<file path="config.mk">
export PLATFORM = sky130hd
export DESIGN_NAME = lif_pixel_sequencer_flat
export DESIGN_NICKNAME = d
export VERILOG_FILES = /design/src/rtl/lif_pixel_sequencer_if.sv /design/src/rtl/lif_pixel_sequencer.sv /design/src/flat_wrapper.sv
export SDC_FILE = /design/constraint.sdc
export NUM_CORES = 1
export LEC_CHECK = 0
export CORE_MARGIN = 5
export CORE_UTILIZATION = 49
export CTS_CLUSTER_DIAMETER = 120
export DETAILED_ROUTE_END_ITERATION = 16
export GPL_TIMING_DRIVEN = 1
export PLACE_DENSITY = 0.77
export SLEW_MARGIN = 25
export SYNTH_ARGS = -nofsm -noshare
export SYNTH_HDL_FRONTEND = slang
export SYNTH_SLANG_ARGS = --single-unit
</file>
<file path="constraint.sdc">
create_clock -name clk -period 3.2 [get_ports clk]
set_clock_uncertainty 0.05 [all_clocks]
set_input_delay 0.48 -clock clk [delete_from_list [all_inputs] [get_ports clk]]
set_output_delay 0.48 -clock clk [all_outputs]
set_load 0.02 [all_outputs]
</file>
<file path="src/rtl/lif_pixel_sequencer_if.sv">
// Pixel-in / result-out handshake bundle between the upstream source, the
// LIF pixel sequencer and the downstream result consumer.
interface lif_pixel_sequencer_if;
  localparam int unsigned DW = 8;

  logic          pix_valid;
  logic [DW-1:0] pix_data;
  logic          pix_ready;
  logic [DW-1:0] cfg_threshold;
  logic [DW-1:0] cfg_steps;
  logic          res_valid;
  logic [DW-1:0] res_count;
  logic [DW-1:0] res_events;
  logic          res_ready;

  modport master (
    output pix_valid, pix_data, cfg_threshold, cfg_steps, res_ready,
    input  pix_ready, res_valid, res_count, res_events
  );

  modport slave (
    input  pix_valid, pix_data, cfg_threshold, cfg_steps, res_ready,
    output pix_ready, res_valid, res_count, res_events
  );
endinterface

</file>
<file path="src/rtl/lif_pixel_sequencer.sv">
// Sequences one pixel through a LIF neuron: arms data_en, issues sp_steps
// step strobes, acknowledges spikes, drains, reports the result, then clears.
module lif_pixel_sequencer #(
  parameter int unsigned N_STEPS  = 64,
  parameter int unsigned STEP_DIV = 2
) (
  input  logic                         clk,
  input  logic                         reset,
  lif_pixel_sequencer_if.slave         bus,
  output logic                         data_en,
  output logic                         step_en,
  output logic                         clear_spike,
  output logic                         end_step,
  output logic [7:0]                   input_current,
  output logic [7:0]                   threshold,
  output logic [7:0]                   sp_steps,
  input  logic                         spike_out,
  input  logic [7:0]                   spike_count,
  output logic                         busy
);

  localparam int unsigned DW       = 8;
  localparam int unsigned CW       = DW + 1;
  localparam logic [DW-1:0] N_EFF    = DW'(N_STEPS);
  localparam logic [DW-1:0] DIV_LAST = DW'(STEP_DIV - 1);
  localparam logic [DW-1:0] SAT      = {DW{1'b1}};

  typedef enum logic [2:0] {
    S_IDLE, S_ARM, S_RUN, S_DRAIN, S_RESULT, S_END
  } state_e;

  state_e        state_q, state_d;
  logic [DW-1:0] div_q, div_d;
  logic [DW-1:0] step_cnt_q, step_cnt_d;
  logic          drain_q, drain_d;
  logic          spike_s_q;
  logic [DW-1:0] input_current_q, input_current_d;
  logic [DW-1:0] threshold_q, threshold_d;
  logic [DW-1:0] sp_steps_q, sp_steps_d;
  logic [DW-1:0] res_count_q, res_count_d;
  logic [DW-1:0] res_events_q, res_events_d;
  logic          pix_ready_q, pix_ready_d;
  logic          busy_q, busy_d;
  logic          data_en_q, data_en_d;
  logic          step_en_q, step_en_d;
  logic          clear_spike_q, clear_spike_d;
  logic          end_step_q, end_step_d;
  logic          res_valid_q, res_valid_d;

  // Next-state, datapath and registered-output decode
  always_comb begin
    state_d         = state_q;
    div_d           = div_q;
    step_cnt_d      = step_cnt_q;
    drain_d         = drain_q;
    input_current_d = input_current_q;
    threshold_d     = threshold_q;
    sp_steps_d      = sp_steps_q;
    res_count_d     = res_count_q;
    res_events_d    = res_events_q;

    // Spike acknowledge fires on a rising edge of the sampled spike flag
    clear_spike_d = spike_out && !spike_s_q &&
                    (state_q inside {S_RUN, S_DRAIN, S_RESULT});
    if (clear_spike_d && (res_events_q != SAT)) begin
      res_events_d = res_events_q + DW'(1);
    end

    case (state_q)
      S_IDLE: begin
        if (bus.pix_valid && pix_ready_q) begin
          input_current_d = bus.pix_data;
          threshold_d     = bus.cfg_threshold;
          sp_steps_d      = (bus.cfg_steps == '0) ? N_EFF : bus.cfg_steps;
          res_events_d    = '0;
          step_cnt_d      = '0;
          div_d           = '0;
          state_d         = S_ARM;
        end
      end
      S_ARM: begin
        div_d      = '0;
        step_cnt_d = '0;
        state_d    = S_RUN;
      end
      S_RUN: begin
        if (step_en_q) begin
          step_cnt_d = step_cnt_q + DW'(1);
        end
        if (step_en_q && ((CW'(step_cnt_q) + CW'(1)) == CW'(sp_steps_q))) begin
          drain_d = 1'b0;
          state_d = S_DRAIN;
        end else begin
          div_d = (div_q == DIV_LAST) ? '0 : div_q + DW'(1);
        end
      end
      S_DRAIN: begin
        if (drain_q) begin
          res_count_d = spike_count;
          state_d     = S_RESULT;
        end else begin
          drain_d = 1'b1;
        end
      end
      S_RESULT: begin
        if (bus.res_ready) begin
          state_d = S_END;
        end
      end
      S_END: begin
        state_d = S_IDLE;
      end
      default: begin
        state_d = S_IDLE;
      end
    endcase

    pix_ready_d = (state_d == S_IDLE);
    busy_d      = (state_d != S_IDLE);
    data_en_d   = state_d inside {S_ARM, S_RUN, S_DRAIN, S_RESULT};
    step_en_d   = (state_d == S_RUN) && (div_d == '0);
    end_step_d  = (state_d == S_END);
    res_valid_d = (state_d == S_RESULT);
  end

  // State and output registers
  always_ff @(posedge clk or posedge reset) begin
    if (reset) begin
      state_q         <= S_IDLE;
      div_q           <= '0;
      step_cnt_q      <= '0;
      drain_q         <= 1'b0;
      spike_s_q       <= 1'b0;
      input_current_q <= '0;
      threshold_q     <= '0;
      sp_steps_q      <= '0;
      res_count_q     <= '0;
      res_events_q    <= '0;
      pix_ready_q     <= 1'b0;
      busy_q          <= 1'b0;
      data_en_q       <= 1'b0;
      step_en_q       <= 1'b0;
      clear_spike_q   <= 1'b0;
      end_step_q      <= 1'b0;
      res_valid_q     <= 1'b0;
    end else begin
      state_q         <= state_d;
      div_q           <= div_d;
      step_cnt_q      <= step_cnt_d;
      drain_q         <= drain_d;
      spike_s_q       <= spike_out;
      input_current_q <= input_current_d;
      threshold_q     <= threshold_d;
      sp_steps_q      <= sp_steps_d;
      res_count_q     <= res_count_d;
      res_events_q    <= res_events_d;
      pix_ready_q     <= pix_ready_d;
      busy_q          <= busy_d;
      data_en_q       <= data_en_d;
      step_en_q       <= step_en_d;
      clear_spike_q   <= clear_spike_d;
      end_step_q      <= end_step_d;
      res_valid_q     <= res_valid_d;
    end
  end

  assign bus.pix_ready  = pix_ready_q;
  assign bus.res_valid  = res_valid_q;
  assign bus.res_count  = res_count_q;
  assign bus.res_events = res_events_q;
  assign data_en        = data_en_q;
  assign step_en        = step_en_q;
  assign clear_spike    = clear_spike_q;
  assign end_step       = end_step_q;
  assign input_current  = input_current_q;
  assign threshold      = threshold_q;
  assign sp_steps       = sp_steps_q;
  assign busy           = busy_q;

endmodule

</file>
<file path="src/flat_wrapper.sv">
// flat-port wrapper written by rule: the top's interface ports become plain ports
module lif_pixel_sequencer_flat 
#(
  parameter int unsigned N_STEPS  = 64,
  parameter int unsigned STEP_DIV = 2
)
  (clk, reset, data_en, step_en, clear_spike, end_step, input_current, threshold, sp_steps, spike_out, spike_count, busy, bus_pix_valid, bus_pix_data, bus_cfg_threshold, bus_cfg_steps, bus_res_ready, bus_pix_ready, bus_res_valid, bus_res_count, bus_res_events);
  lif_pixel_sequencer_if bus_i ();
  input  logic clk;
  input  logic reset;
  output logic data_en;
  output logic step_en;
  output logic clear_spike;
  output logic end_step;
  output logic [7:0] input_current;
  output logic [7:0] threshold;
  output logic [7:0] sp_steps;
  input  logic spike_out;
  input  logic [7:0] spike_count;
  output logic busy;
  input wire logic [$bits(bus_i.pix_valid)-1:0] bus_pix_valid;
  input wire logic [$bits(bus_i.pix_data)-1:0] bus_pix_data;
  input wire logic [$bits(bus_i.cfg_threshold)-1:0] bus_cfg_threshold;
  input wire logic [$bits(bus_i.cfg_steps)-1:0] bus_cfg_steps;
  input wire logic [$bits(bus_i.res_ready)-1:0] bus_res_ready;
  output wire logic [$bits(bus_i.pix_ready)-1:0] bus_pix_ready;
  output wire logic [$bits(bus_i.res_valid)-1:0] bus_res_valid;
  output wire logic [$bits(bus_i.res_count)-1:0] bus_res_count;
  output wire logic [$bits(bus_i.res_events)-1:0] bus_res_events;
  assign bus_i.pix_valid = bus_pix_valid;
  assign bus_i.pix_data = bus_pix_data;
  assign bus_i.cfg_threshold = bus_cfg_threshold;
  assign bus_i.cfg_steps = bus_cfg_steps;
  assign bus_i.res_ready = bus_res_ready;
  assign bus_pix_ready = bus_i.pix_ready;
  assign bus_res_valid = bus_i.res_valid;
  assign bus_res_count = bus_i.res_count;
  assign bus_res_events = bus_i.res_events;
  lif_pixel_sequencer #(.N_STEPS(N_STEPS), .STEP_DIV(STEP_DIV)) u_core (.clk(clk), .reset(reset), .bus(bus_i), .data_en(data_en), .step_en(step_en), .clear_spike(clear_spike), .end_step(end_step), .input_current(input_current), .threshold(threshold), .sp_steps(sp_steps), .spike_out(spike_out), .spike_count(spike_count), .busy(busy));
endmodule
</file>
# Word-level counts from Yosys, hierarchy flattened

Index checks and enable logic that the tools add are counted.

Register bits: 68
ROM bits: 0
Memories kept: 0
Logic and storage cells: 74
Input port bits: 37
Bits in latches: 0
Memory bits (writable): 0

Reductions and logical operators: 20
$lt $le $gt $ge: 0
Add/subtract/negate cells: 4
Equal/unequal tests: 15
Multipliers: 0
Div/mod/pow operators: 0
Bitwise logic cells: 0
Muxes and demuxes: 18
Shift-type cells: 0

Operator list:

| cell                                                                     | number |
|---|---|
| 8-bit two-way mux                                                        | 9 |
| 8-bit one-hot mux with 3 select lines                                    | 2 |
| 8-bit by 1-bit adder with 8-bit output (second input constant)           | 3 |
| 8-bit logical NOT                                                        | 2 |
| 3-bit one-hot mux with 5 select lines                                    | 1 |
| 3-bit by 2-bit == test with 1-bit output (second input constant)         | 4 |
| 3-bit two-way mux                                                        | 4 |
| 8-bit by 1-bit adder with 9-bit output (second input constant)           | 1 |
| 3-bit == test (second input constant)                                    | 3 |
| 9-bit by 8-bit == test with 1-bit output                                 | 1 |
| 3-bit nonzero test                                                       | 3 |
| 8-bit by 1-bit == test with 1-bit output (second input constant)         | 1 |
| 8-bit inequality test (second input constant)                            | 1 |
| 3-bit by 1-bit == test with 1-bit output (second input constant)         | 2 |
| 1-bit logical AND                                                        | 6 |
| 3-bit logical NOT                                                        | 2 |
| 2-bit AND reduction                                                      | 3 |
| 2-bit by 1-bit inequality test with 1-bit output (second input constant) | 2 |
| 4-bit nonzero test                                                       | 1 |
| 3-bit AND reduction                                                      | 1 |
| 2-bit inequality test (second input constant)                            | 1 |
| 1-bit one-hot mux with 2 select lines                                    | 1 |
| 2-bit nonzero test                                                       | 1 |
| 1-bit logical NOT                                                        | 1 |
| 1-bit two-way mux                                                        | 1 |

# Depth between registers and ports, before layout

Depth in word-level cells: 7
Mapped depth: 11
Depth with buffers taken out: 9

# Worst setup path before layout

OpenSTA, ideal clock, no wires.

Path kind: register to register
Start: register u_core.sp_steps_q[5] (netlist: u_core.sp_steps[5])
End: register u_core.step_en_q (netlist: u_core.step_en)
Arrival: 2.353 ns
Period minus slack after synthesis: 2.525 ns
Required time: 3.029 ns
Stages on the path, launching flop included: 10
Path slack: 0.675 ns
Path buffers: 1
Setup time: 0.121 ns
Cell sequence: dfrtp_1 xor2_1 mux2_1 o32a_1 a2111o_1 buf_6 a21o_1 o211ai_1 nor2_1 and4bb_1

Longest elaborated chain between the ends: 6

Ends and longest elaborated chain:

| item                                     | line                       | RTL |
|---|---|---|
| from (decl)                              | lif_pixel_sequencer.sv:39  | `logic [DW-1:0] sp_steps_q, sp_steps_d;` |
| from (signal assigned)                   | lif_pixel_sequencer.sv:154 | `sp_steps_q <= sp_steps_d;` |
| 9-bit by 8-bit == test with 1-bit output | lif_pixel_sequencer.sv:90  | `if (step_en_q && ((CW'(step_cnt_q) + CW'(1)) == CW'(sp_steps_q))) begin` |
| 1-bit logical AND                        | lif_pixel_sequencer.sv:90  |  |
| 8-bit two-way mux                        | lif_pixel_sequencer.sv:90  |  |
| 8-bit one-hot mux with 3 select lines    | lif_pixel_sequencer.sv:69  | `case (state_q)` |
| net u_core.div_d[2]                      | lif_pixel_sequencer.sv:33  | `logic [DW-1:0] div_q, div_d;` |
| 8-bit logical NOT                        | lif_pixel_sequencer.sv:121 | `step_en_d = (state_d == S_RUN) && (div_d == '0);` |
| 1-bit logical AND                        | lif_pixel_sequencer.sv:121 |  |
| net u_core.step_en_d                     | lif_pixel_sequencer.sv:45  | `logic step_en_q, step_en_d;` |
| to (signal assigned)                     | lif_pixel_sequencer.sv:160 | `step_en_q <= step_en_d;` |
| to (decl)                                | lif_pixel_sequencer.sv:45  |  |

The timed path passes the listed nets, and every way through them passes these cells.
A chain may end at the register's enable or synchronous reset.

# Worst setup path in the final report

Start: register u_core.step_cnt_q[0]
End: register u_core.step_en_q (netlist: u_core.step_en)

Longest elaborated chain between the ends: 7

Ends and longest elaborated chain:

| item                                     | line                       | RTL |
|---|---|---|
| from (decl)                              | lif_pixel_sequencer.sv:34  | `logic [DW-1:0] step_cnt_q, step_cnt_d;` |
| from (signal assigned)                   | lif_pixel_sequencer.sv:149 | `step_cnt_q <= step_cnt_d;` |
| 8-bit by 1-bit adder with 9-bit output   | lif_pixel_sequencer.sv:90  |  |
| 9-bit by 8-bit == test with 1-bit output | lif_pixel_sequencer.sv:90  |  |
| 1-bit logical AND                        | lif_pixel_sequencer.sv:90  |  |
| 3-bit two-way mux                        | lif_pixel_sequencer.sv:90  |  |
| 3-bit one-hot mux with 5 select lines    | lif_pixel_sequencer.sv:69  |  |
| net u_core.state_d[0]                    | lif_pixel_sequencer.sv:32  | `state_e state_q, state_d;` |
| 3-bit by 2-bit == test with 1-bit output | lif_pixel_sequencer.sv:121 |  |
| 1-bit logical AND                        | lif_pixel_sequencer.sv:121 |  |
| net u_core.step_en_d                     | lif_pixel_sequencer.sv:45  |  |

The timed path passes the listed nets, and every way through them passes these cells.

==> run_summary.xml <==
<?xml version="1.0" encoding="UTF-8"?>
<metrics>
  <group name="run">
    <metric name="timing.max_cap.violations" unit="">0</metric>
  </group>
  <group name="synthesis">
    <metric name="yosysWarningCount" unit="">0</metric>
    <metric name="largest_family_of_logic_cells_by_synthesized_area" unit="">simple AND/OR/NAND/NOR gates</metric>
    <metric name="synthTopCellsByArea" unit="">dfrtp_1, mux2_2, nand2_1, o21ai_0, xor2_1</metric>
    <metric name="synth_area_in_compound_gates" unit="">0.1318</metric>
    <metric name="mappedNetlistNets" unit="">345</metric>
    <metric name="yosys.area_share.simple" unit="">0.1571</metric>
    <metric name="synth.area.mux_share" unit="">0.1127</metric>
    <metric name="syn_inst" unit="">304</metric>
    <metric name="mappedNetlistArea" unit="sq um">3274</metric>
    <metric name="synthXorXnorAreaFrac" unit="">0.03477</metric>
    <metric name="fraction_of_post_synthesis_cell_area_in_the_top_cell_type_by_area" unit="">0.5197</metric>
    <metric name="async_reset_ff_frac" unit="">1.000</metric>
    <metric name="postSynthAreaPerCell" unit="sq um">10.77</metric>
    <metric name="synth_sequential_area_ratio" unit="">0.5197</metric>
    <metric name="synthAdderAreaFrac" unit="">0.01528</metric>
    <metric name="netlist-cell-type-count" unit="">50</metric>
    <metric name="synth_seq_cells" unit="">68</metric>
    <metric name="synth.largest_area_cell" unit="">dfrtp_1</metric>
    <metric name="synth_enable_flop_cells" unit="">0</metric>
    <metric name="ys.flop_type" unit="">dfrtp_1</metric>
  </group>
  <group name="pwr">
    <metric name="p_clk_frac" unit="">0.371</metric>
    <metric name="p_int" unit="W">0.001406</metric>
    <metric name="leakagePower" unit="nW">1.961</metric>
    <metric name="power_switching_share" unit="">0.2694</metric>
    <metric name="switchingPower" unit="W">0.0005185</metric>
    <metric name="pwr_density_cell" unit="nW/um^2">440.8</metric>
    <metric name="worst_ir_drop_vdd" unit="V">0.0004006</metric>
    <metric name="post-layout-total-power" unit="W">0.001925</metric>
    <metric name="power_frac_seq" unit="">0.491</metric>
    <metric name="combinational_power_share" unit="">0.138</metric>
  </group>
  <group name="worst_setup_path">
    <metric name="timing_worst_setup_path_type" unit="">flip-flop to flip-flop</metric>
    <metric name="arrival" unit="ps">3140</metric>
    <metric name="rr_worst_depth" unit="">8</metric>
    <metric name="cp_data_required_time" unit="ps">3380</metric>
    <metric name="path_max_fanout" unit="">16</metric>
    <metric name="timing.critical_path.slowest_cell_delay" unit="ps">640</metric>
    <metric name="critical_path_depth" unit="">8</metric>
    <metric name="worstPathBufferInverterCount" unit="">0</metric>
    <metric name="crit_path_start_kind" unit="">flip-flop</metric>
    <metric name="setup.worst_path.end_class" unit="">flip-flop</metric>
    <metric name="critPathTopFamily" unit="">compound AO/OA/AOI/OAI gates</metric>
    <metric name="crit_path_cell_trace" unit="">ha_1, and2_1, and3_1, o211ai_1, a2111o_1, o21ai_0, nor4b_2, and4bb_1</metric>
    <metric name="slowest_cell_on_the_critical_path" unit="">a2111o_1</metric>
  </group>
  <group name="floorplanning">
    <metric name="die-height" unit="um">91.75</metric>
    <metric name="design.core.area" unit="sq um">6422</metric>
    <metric name="floorplan.die_area" unit="sq um">8417</metric>
    <metric name="boundaryPins" unit="">84</metric>
    <metric name="floorplan.initialDensity" unit="">0.5098</metric>
    <metric name="die_x" unit="um">91.75</metric>
    <metric name="std_cell_rows" unit="">29</metric>
  </group>
  <group name="detailed_routing">
    <metric name="drt_iter0_drc" unit="">135</metric>
    <metric name="drt_first_pass_iters" unit="">4</metric>
    <metric name="routed_wl" unit="mm">7.821</metric>
    <metric name="vias" unit="">2641</metric>
    <metric name="antenna_left" unit="">0</metric>
    <metric name="wire_per_inst" unit="um">16.68</metric>
    <metric name="avgViaCountPerCell" unit="">5.631</metric>
    <metric name="post-route-drc-count" unit="">0</metric>
  </group>
  <group name="clock_network">
    <metric name="cts_tree" unit="">built</metric>
    <metric name="cts_inserted_buffers" unit="">9</metric>
    <metric name="cts_hold_fix_bufs" unit="">0</metric>
    <metric name="post-cts-setup-buffer-count" unit="">0</metric>
    <metric name="cts.root.buffer_cell" unit="">clkbuf_8</metric>
    <metric name="clkSinkCount" unit="">68</metric>
    <metric name="maximum_clock_insertion_buffer_count" unit="">2</metric>
    <metric name="clk_latency" unit="ps">350</metric>
    <metric name="cts_resized" unit="">0</metric>
    <metric name="htreeDepth" unit="">3</metric>
    <metric name="clk_pin_slew_worst_paths" unit="ps">80</metric>
  </group>
  <group name="global_route">
    <metric name="grt_pass1_wl" unit="mm">12.97</metric>
    <metric name="antenna_found_initial" unit="">0</metric>
    <metric name="grt_util_all_layers" unit="">0.1938</metric>
    <metric name="grt-ovfl-total" unit="">0</metric>
    <metric name="first_global_vias" unit="">2639</metric>
    <metric name="grt_start_max_net_pins" unit="">69</metric>
  </group>
  <group name="timing">
    <metric name="fin_crit" unit="ps">2959</metric>
    <metric name="pins_over_slew_limit" unit="">0</metric>
    <metric name="final.period_utilization" unit="">0.9247</metric>
    <metric name="rsz0062_at_grt" unit="">no</metric>
    <metric name="slew_headroom" unit="">0.4287</metric>
    <metric name="finalSetupViolCount" unit="">0</metric>
    <metric name="slew_at_the_pin_with_the_worst_max_slew_slack" unit="ps">856.9</metric>
    <metric name="totalNegativeSetupSlack" unit="ps">0</metric>
    <metric name="max_clock_freq" unit="MHz">337.9</metric>
    <metric name="hold_viol_final" unit="">0</metric>
  </group>
  <group name="placed_design">
    <metric name="io_buffers" unit="">83</metric>
    <metric name="gpl.final_weighted_congestion" unit="">0.9321</metric>
    <metric name="detailed_place_hpwl" unit="mm">5.610</metric>
  </group>
  <group name="final_layout">
    <metric name="layout-area-overhead-vs-synth" unit="%">33.36</metric>
    <metric name="drive_gt1_frac" unit="">0.1403</metric>
    <metric name="finish.net_count" unit="">428</metric>
    <metric name="antennaDiodeCount" unit="">0</metric>
  </group>
  <group name="worst_hold_path">
    <metric name="holdCritPathClass" unit="">flip-flop to flip-flop</metric>
    <metric name="min_delay_path_depth" unit="">1</metric>
  </group>
  <group name="outcome">
    <metric name="status" unit="">completed</metric>
  </group>
</metrics>
-- area by class of cell --
class / count / area, sq um
clock buffers: 9 / 123.9
inverters: 8 / 30.03
clock inverters: 7 / 76.32
multi-input cells: 214 / 1485
well taps: 77 / 96.34
fillers: 504 / 2056
repair buffers: 86 / 853.3
flip-flops and latches: 68 / 1702
-- path summary, 6_finish.rpt --
check / start / end / slack (ps)
min in group asynchronous: reset / u_core.bus.res_events[1] / 650
max in group asynchronous: reset / u_core.step_en / 1890
max: u_core.step_cnt_q[0] / u_core.step_en / 240
min reg2reg: u_core.bus.res_count[3] / u_core.bus.res_count[3] / 460
max reg2reg: u_core.step_cnt_q[0] / u_core.step_en / 240
min: u_core.bus.res_count[3] / u_core.bus.res_count[3] / 460
-- worst reg2reg max path, stage by stage (launching register included) --
cell      delay, ps
dfrtp_1         440
ha_1            360
and2_1          250
and3_1          180
o211ai_1         80
a2111o_1        640
o21ai_0         540
nor4b_2         100
and4bb_1        210
-- cells by family (layout without fill, tap and decap cells) --
logic type,Yosys count,after routing
adders and majority gates,4,4
AOI/OAI and AO/OA,65,65
muxes,33,33
DFF,68,68
xor gates and xnor gates,13,13
and+or+nand+nor,99,99
buffers and inverters,22,110
-- power by group through the flow --
stage | Combinational (W) | Clock (W) | Sequential (W)
2_1_floorplan | 0.0000746 | 0 | 0.00100
3_3_place_gp | 0.000264 | 0 | 0.000960
3_5_place_dp | 0.000269 | 0 | 0.000958
4_1_cts | 0.000270 | 0.000726 | 0.000944
5_1_grt | 0.000291 | 0.000766 | 0.000953
6_report | 0.000266 | 0.000714 | 0.000945
-- sequential cells by signal, indices dropped and copies added (netlist names), 3 cells and up --
signal and flops:
u_core.state_q 3, u_core.sp_steps 8, u_core.bus.res_events 8, u_core.input_current 8
u_core.threshold 8, u_core.div_q 8, u_core.bus.res_count 8, u_core.step_cnt_q 8
-- synth_stat cells, types with 2 or more instances --
master    count
a211o_1       2
a21o_1        2
a21oi_1      16
a31oi_1       2
and3_1       11
and4_1        2
buf_2         3
clkbuf_1     10
dfrtp_1      68
ha_1          4
inv_1         8
mux2_2       30
mux2i_1       2
nand2_1      27
nand2b_1      5
nand3_1       9
nand4_1       4
nor2_1       19
nor2b_1       7
nor3_1        4
nor4_1        4
o211ai_1      4
o21ai_0      18
o21bai_1      2
o31ai_1       4
o41ai_1       2
xnor2_1       3
xor2_1       10
-- placed cells by master, fill, tap and decap left out, types with 4 or more instances in the layout --
cell type         n
o31ai_1           4
nand2b_1          5
nand4_1           4
nand2_1          27
xor2_1           10
mux2_2           30
and3_1           11
nor2_1           19
inv_1             7
nor2b_1           7
o211ai_1          4
ha_1              4
o21ai_0          18
dfrtp_1          68
nor3_1            4
clkdlybuf4s50_1  83
clkbuf_8          9
nand3_1           9
a21oi_1          16
-- layer usage --
metal | vias to the layer above | track usage | routed length [um]
li1 | 1260 | - | -
met4 | 0 | 0.06436 | 120
met3 | 9 | 0.07119 | 564
met1 | 1290 | 0.2437 | 3305
met5 | - | 0 | 0
met2 | 82 | 0.3110 | 3830
-- per-stage QoR --
step	worst slack (ps)	cells	hold WS, ps	instance area [sq um]	util
floorplan	675.5	304	431.2	3274	-
global placement	456.0	453	436.6	4167	0.6487
detailed placement	313.4	453	442.0	4167	0.6487
CTS	311.2	469	461.1	4367	0.6799
global route	57.53	469	464.5	4367	0.6799
finish	240.8	469	458.1	4367	0.6799
No activity file was read; power rests on OpenSTA's default activity.
